===== config.mk =====
export PLATFORM = sky130hd
export DESIGN_NAME = cl_ocl_mstr
export DESIGN_NICKNAME = d
export VERILOG_FILES = /design/src/rtl/cl_ocl_mstr_pkg.sv /design/src/rtl/cl_ocl_mstr.sv
export SDC_FILE = /design/constraint.sdc
export NUM_CORES = 1
export LEC_CHECK = 0
export ABC_AREA = 0
export BUFFER_PORTS_ARGS = -buffer_cell sky130_fd_sc_hd__buf_2
export CORE_UTILIZATION = 38
export DETAILED_ROUTE_END_ITERATION = 10
export MAX_ROUTING_LAYER = met4
export PLACE_DENSITY = 0.63
export SYNTH_ARGS = -nofsm -noshare
export SYNTH_HDL_FRONTEND = slang
export SYNTH_SLANG_ARGS = --single-unit

===== constraint.sdc =====
create_clock -name clk -period 2.68 [get_ports clk]
set_input_delay 0 -clock clk [delete_from_list [all_inputs] [get_ports clk]]
set_output_delay 0 -clock clk [all_outputs]
set_load 0.01 [all_outputs]

===== src/rtl/cl_ocl_mstr_pkg.sv =====
// rtl/cl_ocl_mstr_pkg.sv - shared types and constants for the OCL AXI4-Lite master
// Contents: FSM state enum, command/response holding structs, response codes.
package cl_ocl_mstr_pkg;

    typedef enum logic [2:0] {
        IDLE   = 3'd0,
        WR_REQ = 3'd1,
        WR_RSP = 3'd2,
        RD_REQ = 3'd3,
        RD_RSP = 3'd4,
        RSP    = 3'd5,
        DRAIN  = 3'd6
    } state_t;

    typedef struct packed {
        logic        write;
        logic [31:0] addr;
        logic [31:0] wdata;
        logic [3:0]  wstrb;
    } cmd_t;

    typedef struct packed {
        logic [31:0] rdata;
        logic [1:0]  resp;
        logic        timeout;
    } rsp_t;

    localparam logic [1:0] RESP_OKAY   = 2'b00;
    localparam logic [1:0] RESP_SLVERR = 2'b10;

endpackage


===== src/rtl/cl_ocl_mstr.sv =====
// rtl/cl_ocl_mstr.sv - single-beat command/response to AXI4-Lite master with response watchdog
// Ports:
//   clk, rst_n                 clock, asynchronous active-low reset
//   cmd_*                      command stream (valid/ready, write, addr, wdata, wstrb)
//   rsp_*                      response stream (valid/ready, rdata, resp, timeout)
//   aw*/w*/b*/ar*/r*           AXI4-Lite master channels towards an OCL register slave
module cl_ocl_mstr
    import cl_ocl_mstr_pkg::*;
#(
    parameter int unsigned TIMEOUT_CYCLES = 1024
) (
    input  logic        clk,
    input  logic        rst_n,
    input  logic        cmd_valid,
    output logic        cmd_ready,
    input  logic        cmd_write,
    input  logic [31:0] cmd_addr,
    input  logic [31:0] cmd_wdata,
    input  logic [3:0]  cmd_wstrb,
    output logic        rsp_valid,
    input  logic        rsp_ready,
    output logic [31:0] rsp_rdata,
    output logic [1:0]  rsp_resp,
    output logic        rsp_timeout,
    output logic        awvalid,
    input  logic        awready,
    output logic [31:0] awaddr,
    output logic [2:0]  awprot,
    output logic        wvalid,
    input  logic        wready,
    output logic [31:0] wdata,
    output logic [3:0]  wstrb,
    input  logic        bvalid,
    output logic        bready,
    input  logic [1:0]  bresp,
    output logic        arvalid,
    input  logic        arready,
    output logic [31:0] araddr,
    output logic [2:0]  arprot,
    input  logic        rvalid,
    output logic        rready,
    input  logic [31:0] rdata,
    input  logic [1:0]  rresp
);

    state_t      state, state_nxt;
    // Bus phase still outstanding after a watchdog response; IDLE when the bus is quiet.
    state_t      pend, pend_nxt;
    state_t      bus_st, bus_nxt;
    cmd_t        cmd_q, cmd_nxt;
    rsp_t        rsp_q, rsp_nxt;
    logic        aw_done, aw_done_nxt;
    logic        w_done, w_done_nxt;
    logic [31:0] cnt, cnt_nxt;
    logic        aw_hs, w_hs, b_hs, r_hs;
    logic        bus_cpl;
    logic        timeout_hit;

    // The bus channels follow the FSM state directly, except while the response
    // or drain is in progress, where they follow the saved outstanding phase so
    // that valids are never withdrawn before their handshake.
    always_comb begin
        bus_st = state;
        if (state == RSP || state == DRAIN) begin
            bus_st = pend;
        end
    end

    assign awvalid = (bus_st == WR_REQ) && !aw_done;
    assign wvalid  = (bus_st == WR_REQ) && !w_done;
    assign bready  = (bus_st == WR_RSP);
    assign arvalid = (bus_st == RD_REQ);
    assign rready  = (bus_st == RD_RSP);

    assign awaddr = cmd_q.addr;
    assign araddr = cmd_q.addr;
    assign wdata  = cmd_q.wdata;
    assign wstrb  = cmd_q.wstrb;
    assign awprot = 3'b000;
    assign arprot = 3'b000;

    assign rsp_rdata   = rsp_q.rdata;
    assign rsp_resp    = rsp_q.resp;
    assign rsp_timeout = rsp_q.timeout;

    assign aw_hs = awvalid && awready;
    assign w_hs  = wvalid && wready;
    assign b_hs  = bready && bvalid;
    assign r_hs  = rready && rvalid;

    assign bus_cpl     = cmd_q.write ? b_hs : r_hs;
    assign timeout_hit = (TIMEOUT_CYCLES != 0) && (cnt == TIMEOUT_CYCLES);

    // Next bus phase given this cycle's handshakes.
    always_comb begin
        bus_nxt = bus_st;
        case (bus_st)
            WR_REQ: if ((aw_done || aw_hs) && (w_done || w_hs)) bus_nxt = WR_RSP;
            WR_RSP: if (bvalid) bus_nxt = IDLE;
            RD_REQ: if (arready) bus_nxt = RD_RSP;
            RD_RSP: if (rvalid) bus_nxt = IDLE;
            default: bus_nxt = IDLE;
        endcase
    end

    always_comb begin
        state_nxt   = state;
        pend_nxt    = pend;
        cmd_nxt     = cmd_q;
        rsp_nxt     = rsp_q;
        aw_done_nxt = aw_done || aw_hs;
        w_done_nxt  = w_done || w_hs;
        cnt_nxt     = cnt;
        cmd_ready   = 1'b0;
        rsp_valid   = 1'b0;
        case (state)
            IDLE: begin
                cmd_ready = 1'b1;
                if (cmd_valid) begin
                    cmd_nxt.write = cmd_write;
                    cmd_nxt.addr  = cmd_addr;
                    cmd_nxt.wdata = cmd_wdata;
                    cmd_nxt.wstrb = cmd_wstrb;
                    state_nxt     = cmd_write ? WR_REQ : RD_REQ;
                    aw_done_nxt   = 1'b0;
                    w_done_nxt    = 1'b0;
                    cnt_nxt       = '0;
                    pend_nxt      = IDLE;
                end
            end
            WR_REQ, WR_RSP, RD_REQ, RD_RSP: begin
                cnt_nxt = cnt + 32'd1;
                // A real bus response wins over a watchdog expiring in the same cycle.
                if (bus_cpl) begin
                    rsp_nxt.rdata   = cmd_q.write ? 32'd0 : rdata;
                    rsp_nxt.resp    = cmd_q.write ? bresp : rresp;
                    rsp_nxt.timeout = 1'b0;
                    pend_nxt        = IDLE;
                    state_nxt       = RSP;
                end else if (timeout_hit) begin
                    rsp_nxt.rdata   = 32'd0;
                    rsp_nxt.resp    = RESP_SLVERR;
                    rsp_nxt.timeout = 1'b1;
                    pend_nxt        = bus_nxt;
                    state_nxt       = RSP;
                end else begin
                    state_nxt = bus_nxt;
                end
            end
            RSP: begin
                rsp_valid = 1'b1;
                pend_nxt  = bus_nxt;
                if (rsp_ready) begin
                    state_nxt = (bus_nxt == IDLE) ? IDLE : DRAIN;
                end
            end
            DRAIN: begin
                pend_nxt = bus_nxt;
                if (bus_nxt == IDLE) begin
                    state_nxt = IDLE;
                end
            end
            default: state_nxt = IDLE;
        endcase
    end

    always_ff @(posedge clk or negedge rst_n) begin
        if (!rst_n) begin
            state   <= IDLE;
            pend    <= IDLE;
            cmd_q   <= '0;
            rsp_q   <= '0;
            aw_done <= 1'b0;
            w_done  <= 1'b0;
            cnt     <= '0;
        end else begin
            state   <= state_nxt;
            pend    <= pend_nxt;
            cmd_q   <= cmd_nxt;
            rsp_q   <= rsp_nxt;
            aw_done <= aw_done_nxt;
            w_done  <= w_done_nxt;
            cnt     <= cnt_nxt;
        end
    end

endmodule


==> flow_summary.toml <==
[placement]
placedCellCount = 1191
placed_area_um2 = 8010
routabilityCongestion = 0.895
io_buffers = 255
hpwl_mm = 12.1

[critical_path]
worstPathArrival_ps = 2640
worstSetupPathType = "flop to flop"
crit_path_end = "pend[2]$_DFFE_PN0P_"
r2r_slack_ps = 350
cp.required_ps = 2990
startpoint = "state[1]$_DFFE_PN0P_"
reg2reg_to = "pend[2]$_DFFE_PN0P_"
r2r_start = "state[1]$_DFFE_PN0P_"
endpoint_kind = "flop"
r2r_cells = 6
crit_fanout = 20
worstSetupStartpointType = "flop"

[grt]
grt_pass1_vias = 6105
overflow = 0
grt_first_pass_wirelength_mm = 30.8
grt_start_max_net_pins = 90
track_usage = 0.203
grt_antenna_before_repair = 0

[timing]
setup_viol = 0
final_max_slew_viol_count = 0
setup_tns_ps = 0
hold_viol_final = 0
period_minus_slack_ps = 2330
fin_crit_sh = 0.868
fmax_mhz = 430
worst_pin_slew_ps = 555
relSlewSlack = 0.627
rsz0062_at_grt = "no"
clock_skew_ps = 11.3

[final_layout]
nFillCells = 1683
nets = 1201
antenna_cells = 0
instances_no_fill = 1332
drive_above_1_share = 0.286
area_delta_synth_final_pct = 34.4
fin_area_um2 = 9720

[clock_tree]
cts_tree = "yes"
cts_made_buffers = 17
cts_setup_buffers = 0
root_buffer = "clkbuf_16"
h-tree-depth = 4
clock_latency_ps = 420
clock_sinks = 144
clockBufferDepth = 2
clkTransAtPathRegs_ps = 70

[yosys]
synth-edff-count = 0
synth_top_area_cell = "dfrtp_1"
yosysTopAreaCellShare = 0.498
netlist_instances = 829
ys_warn_count = 0
yosysSeqAreaShare = 0.498
synth_most_common_cell = "nand2_1"
synth_area_leaders = "dfrtp_1, nand2_1, buf_4"
synth_flop_cell = "dfrtp_1"
synth_cell_type_count = 60
post_synth.cell_area_avg_um2 = 8.72
syn-cell-area_um2 = 7230
yosys_register_bits = 144
synthTopCellsByCount = "nand2_1, dfrtp_1, buf_4, nand3_1, o21ai_0"
async_flop_share = 1.00

[floorplan]
initial_core_util = 0.386
rows = 50
coreArea_um2 = 18700
design.die.area_um2 = 19600
io-pin-count = 262
fp.dieH_um = 140
die_x_um = 140

[run_status]
outcome = "complete, no violations"

[pwr]
cellPowerDensity_nw_per_um2 = 1030
p_switching_mw = 4.03
power_frac_clock = 0.242
swShare = 0.402
p_leak_nw = 5.05
seq_power_share = 0.360
comb_power_share = 0.398
intPower_mw = 5.99
vdd_ir_drop_max_mv = 0.428

[route]
avgViaCountPerCell = 4.80
routedWlPerCell_um = 14.2
dr.first_iter.drc_count = 311
detail-route-antenna-nets = 0
dr.pass1.iters = 4
vias = 6390
drt-total-wl_mm = 18.9
drc_errors = 0

[run]
timing.max_cap.violations = 0

[hold_path]
hp-class = "input pin to flop"
[power by group through the flow]
stage / combinational (mW) / clock (mW) / sequential (mW)
after floorplan: 3.21 / 0 / 3.54
after global placement: 3.77 / 0 / 3.61
after detailed placement: 3.83 / 0 / 3.63
after CTS: 3.97 / 2.50 / 3.60
after global routing: 4.43 / 2.60 / 3.73
final: 3.98 / 2.43 / 3.61
[area by class of cell]
class                           count  area [um2]  share of cell area
Sequential cell                   144        3600               0.371
Timing Repair Buffer              377        2530               0.261
Multi-Input combinational cell    502        2510               0.259
Clock buffer                       17         425              0.0438
Tap cell                          234         293              0.0301
Clock inverter                     15         189              0.0194
Inverter                           43         161              0.0166
[worst min path at each step]
stage | start | to | slack [ps] | cells after the start
4_1_cts | arready | pend[2]$_DFFE_PN0P_ | 20 | 3
6_report | arready | pend[2]$_DFFE_PN0P_ | 30 | 3
3_5_place_dp | rst_n | araddr[14]$_DFFE_PN0P_ | -40 | 1
2_1_floorplan | rst_n | araddr[0]$_DFFE_PN0P_ | -300 | 0
3_3_place_gp | rst_n | araddr[14]$_DFFE_PN0P_ | -40 | 1
5_1_grt | arready | pend[2]$_DFFE_PN0P_ | 40 | 3
[state kept, by name (all words and copies together), names as in the netlist]
register,count
cnt,32
wdata,32
rsp_resp,2
w_done,1
pend,3
cmd_q,1
rsp_timeout,1
state,3
rsp_rdata,32
wstrb,4
aw_done,1
araddr,32
[metal layers]
layer	wire, um	track usage	up-vias
met2	9060	0.320	221
met4	514	0.0925	0
met1	8280	0.250	2989
met3	1090	0.0441	36
li1	-	-	3144
met5	0	-	-
[kinds of logic after synthesis]
group | after synthesis | share of synthesized area
adder cells (fa/ha/maj) | 2 | 0.00346
multiplexers | 11 | 0.0168
AO/OA/AOI/OAI | 104 | 0.0891
AND/OR/NAND/NOR | 374 | 0.228
buffers and inverters | 188 | 0.157
flip-flops | 144 | 0.498
XOR/XNOR | 5 | 0.00606
other | 1 | 0.000519
[metrics by stage]
step	setup slack [ps]	utilization	hold slack [ps]	total power, mW
6_report	354	0.520	34.6	10.0
3_3_place_gp	410	0.428	-42.1	7.38
4_1_cts	333	0.520	20.5	10.1
3_5_place_dp	356	0.428	-40.7	7.46
5_1_grt	201	0.520	37.8	10.8
2_1_floorplan	632	-	-296	6.76
[what timing repair did]
item | in CTS | in global routing
gates resized for setup | 0 | 0
hold buffers | 109 | 0
endpoints found under the hold margin | 225 | 0
[cell usage in the layout, fill, tap and decap left out, drive strengths merged, types with 2 or more instances in the layout]
cell type / count
conb: 6
nor3: 10
or2: 3
a22o: 2
nand3: 54
o211ai: 6
nor2: 21
nand3b: 2
nand2b: 2
o31ai: 9
o22ai: 4
dfrtp: 144
nor3b: 2
a31oi: 4
a21oi: 10
nand4: 10
nor2b: 2
a211oi: 2
mux2i: 8
and2: 4
xor2: 5
and3: 5
nand2: 242
inv: 52
and3b: 2
o21ai: 53
clkinv: 4
clkbuf: 17
buf: 268
or3: 2
mux2: 3
ha: 2
nor4: 9
dlygate4sd3: 109
and4: 2
[worst max-delay path, stage by stage, from the launching register on]
cell and delay (ps):
dfrtp_1 700, or2_2 230, a21boi_1 360, nor4_4 60, a311o_1 320, o21a_1 240
mux2_4 310
Note: power is estimated with default switching activity, not from simulation.
